`src/rtl/seg_page_display.sv`:
```
// Paged, multiplexed 7-segment display for a bank of unsigned result values.
// Ports: clk, rst (async active-low), vals_in (packed values), mode (0 auto/1 manual),
//   page_next (manual advance pulse), page (current page), busy (converter running),
//   digit (one-hot position enable, [0] rightmost), out ({dp,g,f,e,d,c,b,a}).
module seg_page_display #(
    parameter int VAL_W       = 8,
    parameter int NUM_VALS    = 8,
    parameter int DIGITS      = 8,
    parameter int SCAN_DIV    = 50000,
    parameter int PAGE_FRAMES = 1000,
    parameter int ACTIVE_LOW  = 1,
    localparam int VPP        = DIGITS / 4,
    localparam int NPAGES     = NUM_VALS / VPP,
    localparam int PW         = (NPAGES > 1) ? $clog2(NPAGES) : 1
) (
    input  logic                      clk,
    input  logic                      rst,
    input  logic [NUM_VALS*VAL_W-1:0] vals_in,
    input  logic                      mode,
    input  logic                      page_next,
    output logic [PW-1:0]             page,
    output logic                      busy,
    output logic [DIGITS-1:0]         digit,
    output logic [7:0]                out
);

    localparam int   CW  = $clog2(SCAN_DIV);
    localparam int   FW  = (PAGE_FRAMES > 1) ? $clog2(PAGE_FRAMES) : 1;
    localparam int   SW  = $clog2(DIGITS);
    localparam int   IW  = (VPP > 1) ? $clog2(VPP) : 1;
    localparam logic INV = (ACTIVE_LOW != 0);

    typedef enum logic [1:0] {
        S_IDLE,
        S_LOAD,
        S_SHIFT
    } cv_state_e;

    function automatic logic [7:0] enc(input logic [3:0] n);
        logic [7:0] s;
        case (n)
            4'h0: s = 8'h3F;
            4'h1: s = 8'h06;
            4'h2: s = 8'h5B;
            4'h3: s = 8'h4F;
            4'h4: s = 8'h66;
            4'h5: s = 8'h6D;
            4'h6: s = 8'h7D;
            4'h7: s = 8'h07;
            4'h8: s = 8'h7F;
            4'h9: s = 8'h6F;
            4'hA: s = 8'h77;
            4'hB: s = 8'h7C;
            4'hC: s = 8'h39;
            4'hD: s = 8'h5E;
            4'hE: s = 8'h79;
            4'hF: s = 8'h71;
        endcase
        return s;
    endfunction

    // Double-dabble correction: any BCD digit >= 5 gets +3 before the shift.
    function automatic logic [11:0] add3(input logic [11:0] b);
        logic [11:0] r;
        r = b;
        for (int n = 0; n < 3; n++) begin
            if (r[n*4 +: 4] >= 4'd5) r[n*4 +: 4] = r[n*4 +: 4] + 4'd3;
        end
        return r;
    endfunction

    logic [CW-1:0]             cnt_q, cnt_d;
    logic                      en_q, en_d;
    logic [SW-1:0]             pos_q, pos_d;
    logic [FW-1:0]             frm_q, frm_d;
    logic [PW-1:0]             page_q, page_d;
    logic                      pend_q;
    cv_state_e                 st_q, st_d;
    logic [IW-1:0]             idx_q, idx_d;
    logic [3:0]                bit_q, bit_d;
    logic [VAL_W-1:0]          bin_q, bin_d;
    logic [11:0]               bcd_q, bcd_d;
    logic [VPP*VAL_W-1:0]      snap_q, snap_d;
    logic [PW-1:0]             spage_q, spage_d;
    logic [VPP-1:0][11:0]      stage_q, stage_d;
    logic [VPP-1:0][11:0]      buf_q, buf_d;
    logic [PW-1:0]             bpage_q, bpage_d;
    logic                      bvalid_q, bvalid_d;
    logic [DIGITS-1:0]         digit_q, digit_d;
    logic [7:0]                out_q, out_d;

    logic                      tick, frame_end, page_chg, start;
    logic [11:0]               adj, shifted;
    logic [11:0]               v;
    logic [3:0]                hx;
    logic [7:0]                seg;

    // Scan timing and page control
    always_comb begin
        tick      = (cnt_q == CW'(SCAN_DIV - 1));
        cnt_d     = tick ? '0 : cnt_q + CW'(1);
        en_d      = en_q;
        pos_d     = pos_q;
        frame_end = tick && en_q && (pos_q == SW'(DIGITS - 1));
        if (tick) begin
            if (!en_q)          en_d  = 1'b1;
            else if (frame_end) pos_d = '0;
            else                pos_d = pos_q + SW'(1);
        end
        page_chg = mode ? page_next
                        : (frame_end && (frm_q == FW'(PAGE_FRAMES - 1)));
        if (mode || page_chg) frm_d = '0;
        else if (frame_end)   frm_d = frm_q + FW'(1);
        else                  frm_d = frm_q;
        page_d = page_q;
        if (page_chg) page_d = (page_q == PW'(NPAGES - 1)) ? '0 : page_q + PW'(1);
        // Page change always restarts; frame-end start only when idle.
        start = page_chg || pend_q || (frame_end && (st_q == S_IDLE));
    end

    // Converter next state
    always_comb begin
        st_d     = st_q;
        idx_d    = idx_q;
        bit_d    = bit_q;
        bin_d    = bin_q;
        bcd_d    = bcd_q;
        snap_d   = snap_q;
        spage_d  = spage_q;
        stage_d  = stage_q;
        buf_d    = buf_q;
        bpage_d  = bpage_q;
        bvalid_d = bvalid_q;
        adj      = add3(bcd_q);
        shifted  = (adj << 1) | 12'(bin_q[VAL_W-1]);
        unique case (st_q)
            S_IDLE: ;
            S_LOAD: begin
                for (int j = 0; j < VPP; j++) begin
                    if (idx_q == IW'(j)) bin_d = snap_q[j*VAL_W +: VAL_W];
                end
                bcd_d = '0;
                bit_d = '0;
                st_d  = S_SHIFT;
            end
            S_SHIFT: begin
                bcd_d = shifted;
                bin_d = bin_q << 1;
                bit_d = bit_q + 4'd1;
                if (bit_q == 4'(VAL_W - 1)) begin
                    stage_d[idx_q] = shifted;
                    if (idx_q == IW'(VPP - 1)) begin
                        buf_d    = stage_d;
                        bpage_d  = spage_q;
                        bvalid_d = 1'b1;
                        st_d     = S_IDLE;
                    end else begin
                        idx_d = idx_q + IW'(1);
                        st_d  = S_LOAD;
                    end
                end
            end
            default: st_d = S_IDLE;
        endcase
        // A restart discards any result finishing on the same edge.
        if (start) begin
            st_d     = S_LOAD;
            idx_d    = '0;
            spage_d  = page_d;
            buf_d    = buf_q;
            bpage_d  = bpage_q;
            bvalid_d = bvalid_q;
            for (int p = 0; p < NPAGES; p++) begin
                if (page_d == PW'(p)) snap_d = vals_in[p*VPP*VAL_W +: VPP*VAL_W];
            end
        end
    end

    // Segment pattern for the position shown next cycle
    always_comb begin
        v   = '0;
        hx  = '0;
        seg = '0;
        for (int s = 0; s < VPP; s++) begin
            if ((pos_d >> 2) == SW'(s)) begin
                v  = buf_q[VPP-1-s];
                hx = 4'(int'(bpage_q) * VPP + (VPP - 1 - s));
            end
        end
        case (pos_d[1:0])
            2'd3: seg = enc(hx) | 8'h80;
            2'd2: seg = (v[11:8] == 4'd0) ? 8'h00 : enc(v[11:8]);
            2'd1: seg = (v[11:4] == 8'd0) ? 8'h00 : enc(v[7:4]);
            2'd0: seg = enc(v[3:0]);
        endcase
        if (!bvalid_q || !en_d) seg = '0;
        digit_d = en_d ? (DIGITS'(1) << pos_d) : '0;
        if (INV) begin
            digit_d = ~digit_d;
            seg     = ~seg;
        end
        out_d = seg;
    end

    always_ff @(posedge clk or negedge rst) begin
        if (!rst) begin
            cnt_q    <= '0;
            en_q     <= 1'b0;
            pos_q    <= '0;
            frm_q    <= '0;
            page_q   <= '0;
            pend_q   <= 1'b1;
            st_q     <= S_IDLE;
            idx_q    <= '0;
            bit_q    <= '0;
            bin_q    <= '0;
            bcd_q    <= '0;
            snap_q   <= '0;
            spage_q  <= '0;
            stage_q  <= '0;
            buf_q    <= '0;
            bpage_q  <= '0;
            bvalid_q <= 1'b0;
            digit_q  <= {DIGITS{INV}};
            out_q    <= {8{INV}};
        end else begin
            cnt_q    <= cnt_d;
            en_q     <= en_d;
            pos_q    <= pos_d;
            frm_q    <= frm_d;
            page_q   <= page_d;
            pend_q   <= 1'b0;
            st_q     <= st_d;
            idx_q    <= idx_d;
            bit_q    <= bit_d;
            bin_q    <= bin_d;
            bcd_q    <= bcd_d;
            snap_q   <= snap_d;
            spage_q  <= spage_d;
            stage_q  <= stage_d;
            buf_q    <= buf_d;
            bpage_q  <= bpage_d;
            bvalid_q <= bvalid_d;
            digit_q  <= digit_d;
            out_q    <= out_d;
        end
    end

    assign page  = page_q;
    assign busy  = (st_q != S_IDLE);
    assign digit = digit_q;
    assign out   = out_q;

endmodule

```
`config.mk`:
```
export PLATFORM = sky130hd
export DESIGN_NAME = seg_page_display
export DESIGN_NICKNAME = d
export VERILOG_FILES = /design/src/rtl/seg_page_display.sv
export SDC_FILE = /design/constraint.sdc
export NUM_CORES = 1
export LEC_CHECK = 0
export BUFFER_PORTS_ARGS = -buffer_cell sky130_fd_sc_hd__buf_2
export CAP_MARGIN = 30
export CORE_ASPECT_RATIO = 1.2
export CORE_UTILIZATION = 55
export DETAILED_ROUTE_END_ITERATION = 10
export PLACE_DENSITY = 0.76
export SLEW_MARGIN = 20
export SYNTH_ARGS = -nofsm -noshare
export SYNTH_HDL_FRONTEND = slang
export SYNTH_SLANG_ARGS = --single-unit
```
`constraint.sdc`:
```
create_clock -name clk -period 6.1 [get_ports clk]
set_input_delay 0 -clock clk [delete_from_list [all_inputs] [get_ports clk]]
set_output_delay 0 -clock clk [all_outputs]
set_load 0.01 [all_outputs]
```
# == After elaboration in Yosys (flattened, before gate mapping) ==
# Memories as Yosys holds them, arrays and structs flattened.
# Cells that the tools add are included.
# totals
reg_bits,145
mem_bits_ro,448
in_bits,68
output_inout_bits,19
n_memories,4
# mem_list
memory,words,word_bits,read_ports,rd_ports_with_merged_regs,write_ports,line,source
(name not given),16,7,1,0,0,41,case (n)
(name not given),16,7,1,0,0,41,
(name not given),16,7,1,0,0,41,
(name not given),16,7,1,0,0,41,
# op_classes
addsub,10
order_cmp,5
eq_ne,15
shifts,1
muxes,41
bitwise,4
n_reduce_logical,28
# op_table
op,count
16-bit two-way mux,5
8-bit two-way mux,5
12-bit two-way mux,3
8-bit one-hot mux with 4 select lines,1
24-bit bitwise mux,1
12-bit one-hot mux with 2 select lines,1
10-bit two-way mux,2
16-bit by 1-bit adder with 16-bit output (second input constant),1
16-bit == test (second input constant),1
4-bit two-way mux,4
8-bit inverter,2
8-bit one-hot mux with 2 select lines,1
12-bit demux with 1-bit select,1
2-bit == test (second input constant),6
4-bit by 3-bit >= comparator with 1-bit output (second input constant),3
3-bit two-way mux,4
12-bit by 1-bit OR with 12-bit output,1
10-bit by 1-bit adder with 10-bit output (second input constant),1
10-bit == test (second input constant),1
2-bit nonzero test,5
4-bit by 2-bit adder with 4-bit output (second input constant),2
8-bit zero test,1
2-bit two-way mux,4
4-bit one-hot mux with 2 select lines,1
other kinds (26),47

# == Longest topological paths before layout ==
# Gate-level depths: netlist (run 1).
# logic_depth
depth_word,14
ltp_mapped,15
ltp_nobuf,13

# == Worst setup path after synthesis (run 1) ==
# Ideal clock, no wire load.
# synth_path
path_type,register to register
from,reg cnt_q[0]
to,"reg out_q[0], in the netlist out[0]"
setup_ns,0.091
t_arrival_ns,2.810
setup_slack_ns,3.199
stages_incl_launch_ff,16
n_path_buf,2
synth_period_minus_slack_ns,2.901
path_cell_list,dfrtp_1 ha_1 and4_1 nand4_1 mux2_4 clkinv_2 buf_8 buf_2 nand2_1 and2_1 inv_1 ha_1 nor3_1 nor4_1 nor2_1 o31ai_1
# synth_between
elab_chain_cells,14
# synth_rtl
item,line,source
from (decl),72,"logic [CW-1:0] cnt_q, cnt_d;"
from (signal assigned),227,cnt_q <= cnt_d;
16-bit == test (*),100,tick = (cnt_q == CW'(SCAN_DIV - 1));
1-bit logical AND (2 in a row),104,frame_end = tick && en_q && (pos_q == SW'(DIGITS - 1));
3-bit two-way mux,107,else if (frame_end) pos_d = '0;
3-bit two-way mux,106,if (!en_q) en_d = 1'b1;
3-bit two-way mux,105,if (tick) begin
3-bit zero test,185,if ((pos_d >> 2) == SW'(s)) begin
12-bit two-way mux (2 in a row),185,
"memory read 16 x 7 bit, or another cell as far along",-,
"8-bit two-way mux, on equally long branches","193, 192",
8-bit one-hot mux with 4 select lines,190,case (pos_d[1:0])
8-bit two-way mux (*),196,if (!bvalid_q || !en_d) seg = '0;
8-bit inverter (*),200,seg = ~seg;
via out_d[0],90,"logic [7:0] out_q, out_d;"
to (signal assigned),225,out_q <= {8{INV}};
to (signal assigned),245,out_q <= out_d;
to (decl),90,
# Mark *: on every way through the listed nets, which the timed path passes. The rest lies on a longest branch.
# A chain may end at the register's enable or synchronous reset.

# == Worst setup path in the final report (run 1) ==
# layout_path
from,reg pos_q[0]
to,reg snap_q[9]
# layout_between
elab_chain_cells,9
# layout_rtl
item,line,source
from (decl),74,"logic [SW-1:0] pos_q, pos_d;"
from (signal assigned),229,pos_q <= pos_d;
3-bit == test (*),104,
1-bit logical AND (*),104,
1-bit logical AND,111,: (frame_end && (frm_q == FW'(PAGE_FRAMES - 1)));
1-bit two-way mux,110,page_chg = mode ? page_next
2-bit two-way mux,116,if (page_chg) page_d = (page_q == PW'(NPAGES - 1)) ? '0 : page_q + PW'(1);
2-bit by 1-bit == test with 1-bit output,174,if (page_d == PW'(p)) snap_d = vals_in[p*VPP*VAL_W +: VPP*VAL_W];
16-bit two-way mux (3 in a row),174,
to (signal assigned),238,snap_q <= snap_d;
to (decl),83,"logic [VPP*VAL_W-1:0] snap_q, snap_d;"
# Every way passes the cells marked *; elsewhere a longest branch is shown, timed or not.

==> results of run 1 <==
## cell families (layout without fill, tap and decap cells)
family | Yosys count | in the layout
mux | 94 | 94
buf+inv | 70 | 208
simple gates | 228 | 228
other cells | 1 | 1
xor+xnor | 24 | 24
flops | 133 | 133
fa+ha+maj | 32 | 32
compound gates | 177 | 177
## worst max-delay path by stage
stage | start | endpoint | slack [ns] | cells after the start
finish | pos_q[0]$_DFF_PN0_ | snap_q[9]$_DFFE_PN0P_ | 2.00 | 10
detailed placement | cnt_q[0]$_DFF_PN0_ | out[3]$_DFF_PN1_ | 2.39 | 11
floorplan | cnt_q[0]$_DFF_PN0_ | out[0]$_DFF_PN1_ | 3.20 | 15
CTS | cnt_q[10]$_DFF_PN0_ | snap_q[6]$_DFFE_PN0P_ | 2.03 | 8
global route | pos_q[0]$_DFF_PN0_ | snap_q[12]$_DFFE_PN0P_ | 1.78 | 10
global placement | cnt_q[0]$_DFF_PN0_ | out[3]$_DFF_PN1_ | 2.59 | 11
## per-stage QoR
stage               power (W)  area, um2  hold WS [ns]  util, %
floorplan             0.00143       7480        -0.296        -
global placement      0.00153       7980        0.0773     60.3
detailed placement    0.00156       7990        0.0858     60.3
CTS                   0.00270       9050        0.0182     68.4
global route          0.00284       9100       0.00897     68.7
finish                0.00273       9100        0.0296     68.7
## repair_timing
item,CTS,global route
setup buffers,0,0
hold buffers,49,0
hold endpoints to repair,70,0
## placed cells by master (no fill, tap or decap), types with 18 or more instances in the layout
cell type / n
sky130_fd_sc_hd__a21oi_1: 43
sky130_fd_sc_hd__buf_2: 85
sky130_fd_sc_hd__dfrtp_1: 116
sky130_fd_sc_hd__dlygate4sd3_1: 49
sky130_fd_sc_hd__ha_1: 32
sky130_fd_sc_hd__inv_1: 34
sky130_fd_sc_hd__mux2_1: 18
sky130_fd_sc_hd__mux2_2: 36
sky130_fd_sc_hd__mux2i_1: 35
sky130_fd_sc_hd__nand2_1: 91
sky130_fd_sc_hd__nand3_1: 23
sky130_fd_sc_hd__nor2_1: 44
sky130_fd_sc_hd__o21ai_0: 58
sky130_fd_sc_hd__o22ai_1: 29
## critical path, cell delays in order (launching register included)
cell                            delay (ns)
sky130_fd_sc_hd__dfrtp_1              0.47
sky130_fd_sc_hd__ha_1                 0.20
sky130_fd_sc_hd__ha_1                 0.24
sky130_fd_sc_hd__nand2_1              0.13
sky130_fd_sc_hd__nor4_2               0.41
sky130_fd_sc_hd__a21o_2               0.22
sky130_fd_sc_hd__a211o_1              0.67
sky130_fd_sc_hd__nand2_1              0.63
sky130_fd_sc_hd__o22ai_1              0.36
sky130_fd_sc_hd__a21oi_1              0.07
sky130_fd_sc_hd__dlygate4sd3_1        0.59
## power breakdown
group	switching, W	internal, W
Sequential	0.0000732	0.000984
Clock	0.000368	0.000628
Combinational	0.000310	0.000367
Total	0.000751	0.00198
## state kept, by name, summed over array words and instances (netlist names), 2 cells and up
signal   count
bcd_q       12
digit        8
out          8
buf_q       24
page         2
bin_q        8
snap_q      16
spage_q      2
bit_q        4
frm_q       10
st_q         2
pos_q        3
stage_q     12
bpage_q      2
cnt_q       16
## metal layers
layer	share of wire [%]	wire, um	GRT usage [%]	vias to the layer above
li1	-	-	-	2957
met1	39	6860	29.4	2991
met2	53	9370	48.2	217
met3	5.3	938	6.39	53
met4	3.0	525	13.2	0
met5	0	0	0	-
## cell type report
cell class / instances / area (um2)
fill: 968 / 4140
sequential: 133 / 3350
inverter: 36 / 136
tap: 168 / 210
multi-input combinational: 556 / 3830
clock buffer: 22 / 474
clock inverter: 9 / 103
timing repair buffer: 141 / 996
==> results.md, run 1 <==
Outcome:
- The flow ran to the end, and the final reports show no timing, DRC or antenna violations.

Clock tree:
- The tree built by TritonCTS fans out to 133 sinks.
- The clock latency reported for the late side of the worst-skew pair is 0.43 ns.
- The CTS buffer count is 17.
- The clock root buffer is sky130_fd_sc_hd__clkbuf_16.
- The number of gates resized after CTS was 0.
- TritonCTS built the clock tree.
- After clock tree synthesis, the clock-pin slew on the worst setup and hold paths is 0.06 ns.
- The maximum level of the CTS H-tree is 4.
- In this run the deepest clock path goes through 2 buffers.

Placement:
- In this run, placement finished with an instance count of 983.
- The congestion estimate from routability-driven global placement came to 0.896.
- The number of buffers inserted by port buffering is 86.
- The HPWL after detailed placement is 11600 um.
- The worst slack after detailed placement is 2.39 ns.

Floorplan:
- The die covers 0.0141 mm2.
- Once the floorplan was initialized, standard cells occupied 56.5% of the core.
- For this design the top-level I/O count stands at 87.
- In this run the horizontal extent of the chip is 108 um.
- The floorplan row count is 46.
- Measured along the y axis, the die boundary spans 130 um.
- The total area inside the core boundary comes to 0.0132 mm2.

Synthesis:
- Of all flip-flops after synthesis, the portion carrying an async set or reset was 100%.
- The cell type with the highest aggregate area in the netlist is sky130_fd_sc_hd__dfrtp_1.
- Measured against the total synthesized area, the mux share comes to 14.0%.
- Averaged over all synthesized cells, the footprint is 9.86 um2.
- The post-synthesis share of cell area spent on xor and xnor gates is 2.81%.
- By area, the combinational part of the netlist is dominated by simple AND/OR/NAND/NOR gates.
- After technology mapping, the gate count stands at 759.
- The commonest cells after synthesis are sky130_fd_sc_hd__dfrtp_1, sky130_fd_sc_hd__nand2_1, sky130_fd_sc_hd__o21ai_0.
- Of the post-synthesis cell area, the dominant cell type holds 38.8%.
- The synthesized design contains 0 enable-type register cells.
- By area the synthesized netlist is led by sky130_fd_sc_hd__dfrtp_1, sky130_fd_sc_hd__dfstp_2, sky130_fd_sc_hd__mux2_2.
- The mapped cell area is 0.00748 mm2.
- Synthesis inferred 133 register bits.
- The sequential area share after synthesis is 44.8%.
- The number of distinct standard cells referenced by the synthesized netlist is 70.
- The simple logic cell fraction of the synthesized area is 14.8%.
- The most instantiated flip-flop cell in the synthesis netlist is sky130_fd_sc_hd__dfrtp_1.
- The fraction of the mapped netlist area in compound gates is 14.0%.
- The post-synthesis share of cell area spent on full adders, half adders and majority gates is 5.35%.
- The total of warnings raised by yosys is 0.
- Synthesis produced a netlist with a net count of 859.
- The leading cell type by number of instances after synthesis is sky130_fd_sc_hd__dfrtp_1.

Power:
- Summed over all cells, the static leakage comes to 4.05 nW.
- The worst vdd rail ir drop is 0.246 mV.
- Dividing total power by cell area gives a power density of 300 mW/mm2.

Drt:
- Detailed routing inserted a total of 6218 vias.
- Dividing the detail-routed wire length by the instance count gives 16.6 um.
- The detailed router finished its first iteration with 318 violations.
- In the routed design, unresolved DRC markers number 0.
- The number of nets still failing antenna checks after routing is 0.
- After detailed routing, the total wire length is 17700 um.
- Dividing the detail-routed via count by the number of cells gives 5.84.
- The detailed-routing iteration count for the pre-antenna-repair pass is 5.

STA:
- The total negative slack for setup checks is 0 ns.
- The worst clock skew is 0.00702 ns.
- In the finished design, the share of the clock period the worst path needs comes to 67.2%.
- Setup repair after global routing left no endpoint under its margin.
- Across all setup checks in the final design, the least slack found is 2.00 ns.
- The final critical path time including I/O delays and setup is 4.10 ns.
- The count of final hold-check violations is 0.
- The total count of max-transition violations in the final report is 0.
- The setup violation total in the final timing report is 0.
- For this run, the top clock speed supported by timing is 244 MHz.
- In this run the tightest slew margin relative to its limit is 44.4%.
- At the pin with the least slew margin, the transition time is 0.811 ns.

Setup path:
- STA classifies the critical path startpoint as a register.
- The startpoint of the worst register-to-register path is pos_q[0]$_DFF_PN0_.
- The logic depth of the worst register-to-register path is 10.
- The slack of the worst reg-to-reg path is 2.00 ns.
- The worst reg2reg path endpoint is snap_q[9]$_DFFE_PN0P_.
- The arrival time at the worst endpoint is 4.41 ns.
- The element type at the critical path end is a register.
- The critical path is of the reg2reg type.
- The critical path required time is 6.41 ns.
- The maximum fanout count along the critical path is 25.

Global routing:
- Summed over all layers, the global routing overflow is 0.
- The initial antenna violation count was 0.
- The number of global-route vias before repair is 6388.
- The global-route usage over all layers is 26.8%.
- The first global-routing pass estimated 29200 um of wire.
- The largest net degree at the start of global routing is 82.

Flow run:
- Max-cap violations in this run came to 0.

Cells and area:
- The area growth from synthesis to layout is 21.6%.
- The number of antenna diodes in the final layout is 0.
- Excluding fillers, the count of instances in the completed layout stands at 1065.
- In the final layout, the share of cells above drive strength 1 is 21.3%.
- For this run, the post-layout net count is 985.

Hold path:
- The number of cells on the worst hold path is 4.
- The startpoint of the tightest hold check path is vals_in[1].
- The hold-critical path endpoint is snap_q[1]$_DFFE_PN0P_.
- The path class of the tightest hold or removal check is in2reg.
Note: power is estimated with default switching activity, not from simulation.
==> inputs of run 2 (changes only) <==
--- a/config.mk
+++ b/config.mk
@@ -8,7 +8,7 @@
 export BUFFER_PORTS_ARGS = -buffer_cell sky130_fd_sc_hd__buf_2
 export CAP_MARGIN = 30
 export CORE_ASPECT_RATIO = 1.2
-export CORE_UTILIZATION = 55
+export CORE_UTILIZATION = 53
 export DETAILED_ROUTE_END_ITERATION = 10
 export PLACE_DENSITY = 0.76
 export SLEW_MARGIN = 20
==> constraint.sdc (replaced) <==
create_clock -name clk -period 3.7 [get_ports clk]
set_input_delay 0 -clock clk [delete_from_list [all_inputs] [get_ports clk]]
set_output_delay 0 -clock clk [all_outputs]
set_load 0.01 [all_outputs]
==> run 2 against run 1 <==
Non-clock buffer count grew 11. Design area grew 1.2%. Sequential power grew 64%. Die area grew 3.7%. Critical path type unchanged. Via count shrank 0.29%. Clock skew grew 0.0017 ns. Clock power grew 65%. Count of clock-buffer cells in the layout is the same. Cell count grew 1.5%. First-iteration DRC count grew 26%. Sequential cell count is the same. Largest power group unchanged.
==> results.md, run 2 (synthesis gave the netlist of run 1 again) <==
Cells and area:
- Commonest non-fill, non-tap cells in the layout: sky130_fd_sc_hd__dfrtp_1, sky130_fd_sc_hd__nand2_1, sky130_fd_sc_hd__buf_2 (unchanged).
- The proportion of layout cells with a drive suffix above 1 was 21.9% (was 21.3%).
- The register ranked first by flip-flop count was buf_q (unchanged).
- The layout net count is 996 (was 985).
- The signed area change from the synthesized netlist to the final layout was 23.0% (was 21.6%).
- The leading cell type in the layout, fill and taps excluded is sky130_fd_sc_hd__dfrtp_1 (unchanged).
- The flip-flop count of the largest register after layout came to 24 (unchanged).
- The post-layout instance count excluding filler cells was 1081 (was 1065).
- Largest registers: buf_q x24, cnt_q x16, snap_q x16 (unchanged).

Setup path:
- The slack of the worst reg-to-reg path came to 0.25 ns (was 2.00 ns).
- The peak per-stage delay on the critical path is 0.57 ns (was 0.67 ns).
- The element type at the critical path end is a register (unchanged).
- The kind of start point of the critical path was a register (unchanged).
- The family with the most delay on the worst path is simple AND/OR/NAND/NOR gates (was compound AO/OA/AOI/OAI gates).
- The buffers plus inverters on the worst setup path is 2 (was 1).
- The slowest cell on the critical path is sky130_fd_sc_hd__dlygate4sd3_1 (was sky130_fd_sc_hd__a211o_1).
- The arrival time at the worst endpoint was 3.75 ns (was 4.41 ns).
- CP Cell Sequence: nor4b_4, nand3_2, nor4_4, a21o_2, mux2i_4, buf_12, mux2_2, dlygate4sd3_1, o22ai_1, a21oi_1 (was ha_1, ha_1, nand2_1, nor4_2, a21o_2, a211o_1, nand2_1, o22ai_1, a21oi_1, dlygate4sd3_1).
- The critical path required time is 4.00 ns (was 6.41 ns).
- The startpoint-to-endpoint class of the critical path is reg2reg (unchanged).
- The maximum fanout count along the critical path came to 32 (was 25).

Power:
- The power spent charging and discharging nets is 0.00123 W (was 0.000751 W).
- The design internal power is 0.00319 W (was 0.00198 W).
- The leakage power figure is 4.11 nW (was 4.05 nW).
- The switching power as a share of total power is 27.9% (was 27.5%).
- The worst vdd rail ir drop came to 0.314 mV (was 0.246 mV).
- The share of power burned in registers is 39.3% (was 38.7%).
- The share of power burned in combinational logic is 23.5% (was 24.8%).
- The power per standard cell area is 481 mW/mm2 (was 300 mW/mm2).
- The clock network fraction of design power came to 37.2% (was 36.5%).

Placement:
- The total instance count after detailed placement came to 994 (was 983).
- The number of buffers inserted by port buffering is 86 (unchanged).
- The worst slack after detailed placement was 0.556 ns (was 2.39 ns).
- The routability congestion estimate from global placement is 0.838 (was 0.896).
- The final HPWL from detailed placement is 10900 um (was 11600 um).

Clock tree:
- The clock latency reported for the late side of the worst-skew pair was 0.42 ns (was 0.43 ns).
- The number of setup buffers added after CTS is 0 (unchanged).
- The maximum level of the CTS H-tree is 4 (unchanged).
- The CTS buffer count is 17 (unchanged).
- The TritonCTS clock tree is done (unchanged).
- The largest buffer count on any clock path is 2 (unchanged).
- The sink count of the clock tree is 133 (unchanged).
- The clock root buffer was sky130_fd_sc_hd__clkbuf_16 (unchanged).
- The clock-pin slew on the worst setup and hold paths is 0.06 ns (about the same).

Floorplan:
- The die span in y was 132 um (was 130 um).
- The I/O pin count is 87 (unchanged).
- The initial cell density of the core is 54.4% (was 56.5%).
- The area of the core region is 0.0138 mm2 (was 0.0132 mm2).
- The horizontal extent of the die was 110 um (was 108 um).
- The area of the die is 0.0146 mm2 (was 0.0141 mm2).
- The floorplan row count is 47 (was 46).

STA:
- The setup violation total in the final timing report is 0 (unchanged).
- The final worst hold slack is 0.00315 ns (was 0.0296 ns).
- The worst relative slew slack was 48.6% (was 44.4%).
- The worst clock skew is 0.00874 ns (was 0.00702 ns).
- The final critical path time including I/O delays and setup is 3.45 ns (was 4.10 ns).
- RSZ-0062 raised after global routing: no (unchanged).
- The total negative slack for setup checks is 0 ns (unchanged).
- The actual slew at the worst max-slew pin is 0.770 ns (was 0.811 ns).
- The total count of max-transition violations in the final report is 0 (unchanged).
- The count of final hold-check violations is 0 (unchanged).
- The final clock period utilization by the worst path is 93.3% (was 67.2%).
- The achievable clock frequency is 290 MHz (was 244 MHz).
- The smallest setup slack after layout is 0.248 ns (was 2.00 ns).

Flow run:
- The count of maximum capacitance violations is 0 (unchanged).

Drt:
- The average routed wire per standard cell was 15.6 um (was 16.6 um).
- The number of nets still failing antenna checks after routing is 0 (unchanged).
- The total DRC errors in the routed layout came to 0 (unchanged).
- The detailed-routing iteration count for the pre-antenna-repair pass is 5 (unchanged).
- The first-iteration detailed-routing DRC count came to 402 (was 318).
- The sum of routed wire length over all layers is 16800 um (was 17700 um).
- The average vias per placed instance is 5.74 (was 5.84).
- The vias after detailed routing is 6200 (was 6218).

Hold path:
- The class of the most critical hold timing path was in2reg (unchanged).

Global routing:
- The largest net degree at the start of global routing is 65 (was 82).
- The wire length of the first global-routing pass came to 28500 um (was 29200 um).
- The remaining global-route overflow is 0 (unchanged).
- The global-route usage over all layers is 24.0% (was 26.8%).
- The initial antenna violation count was 1 (was 0).
- The number of global-route vias before repair came to 6271 (was 6388).

Outcome:
- Run status: complete, no violations (unchanged).
==> run 2: per-layer routing <==
| layer | track usage, % | up-vias | part of all wire (%) | wire length, um |
|---|---|---|---|---|
| met4 | 10.6 | 0 | 3.3 | 553 |
| li1 | - | 2983 | - | - |
| met5 | 0 | - | 0 | 0 |
| met2 | 42.5 | 192 | 51 | 8560 |
| met3 | 4.87 | 58 | 4.1 | 695 |
| met1 | 28.2 | 2967 | 42 | 7020 |
==> run 2: path summary, 6_finish.rpt <==
kind,cells past startpoint,start,end
worst max-delay path,10,cnt_q[5]$_DFF_PN0_,snap_q[3]$_DFFE_PN0P_
worst min-delay path,4,vals_in[10],snap_q[10]$_DFFE_PN0P_
worst max register to register,10,cnt_q[5]$_DFF_PN0_,snap_q[3]$_DFFE_PN0P_
worst min register to register,2,stage_q[7]$_DFFE_PN0P_,stage_q[7]$_DFFE_PN0P_
max in group asynchronous,3,rst,pend_q$_DFF_PN1_
min in group asynchronous,2,rst,cnt_q[10]$_DFF_PN0_
==> run 2: worst min-delay path, delay by kind of cell <==
family,cells,cell delay [ns]
buffers and inverters,1,0.08
AO/OA/AOI/OAI,2,0.17
multiplexers,1,0.12
==> run 2: final cells by class <==
class	instances	area [um2]
Fill cell	1051	4560
Multi-Input combinational cell	556	3840
Sequential cell	133	3350
Timing Repair Buffer	152	1080
Clock buffer	22	494
Tap cell	171	214
Inverter	36	136
Clock inverter	10	95.1
Antenna cell	1	2.50
==> run 2: metrics by stage <==
step	util (%)	area [um2]	power (W)
2_1_floorplan	-	7480	0.00235
3_3_place_gp	58.6	8060	0.00258
3_5_place_dp	58.6	8060	0.00261
4_1_cts	66.8	9190	0.00441
5_1_grt	66.9	9200	0.00463
6_report	66.9	9200	0.00442
==> run 2: repair_timing <==
action / in CTS / in global routing
gates resized for setup: 0 / 1
hold buffers: 54 / 0
endpoints found under the setup margin: 0 / 1
endpoints found under the hold margin: 65 / 0
==> run 2: power by group through the flow <==
stage	sequential, W	clock [W]	combinational (W)
3_3_place_gp	0.00175	0	0.000825
5_1_grt	0.00176	0.00173	0.00114
4_1_cts	0.00174	0.00166	0.00101
2_1_floorplan	0.00172	0	0.000629
6_report	0.00174	0.00164	0.00104
3_5_place_dp	0.00176	0	0.000847
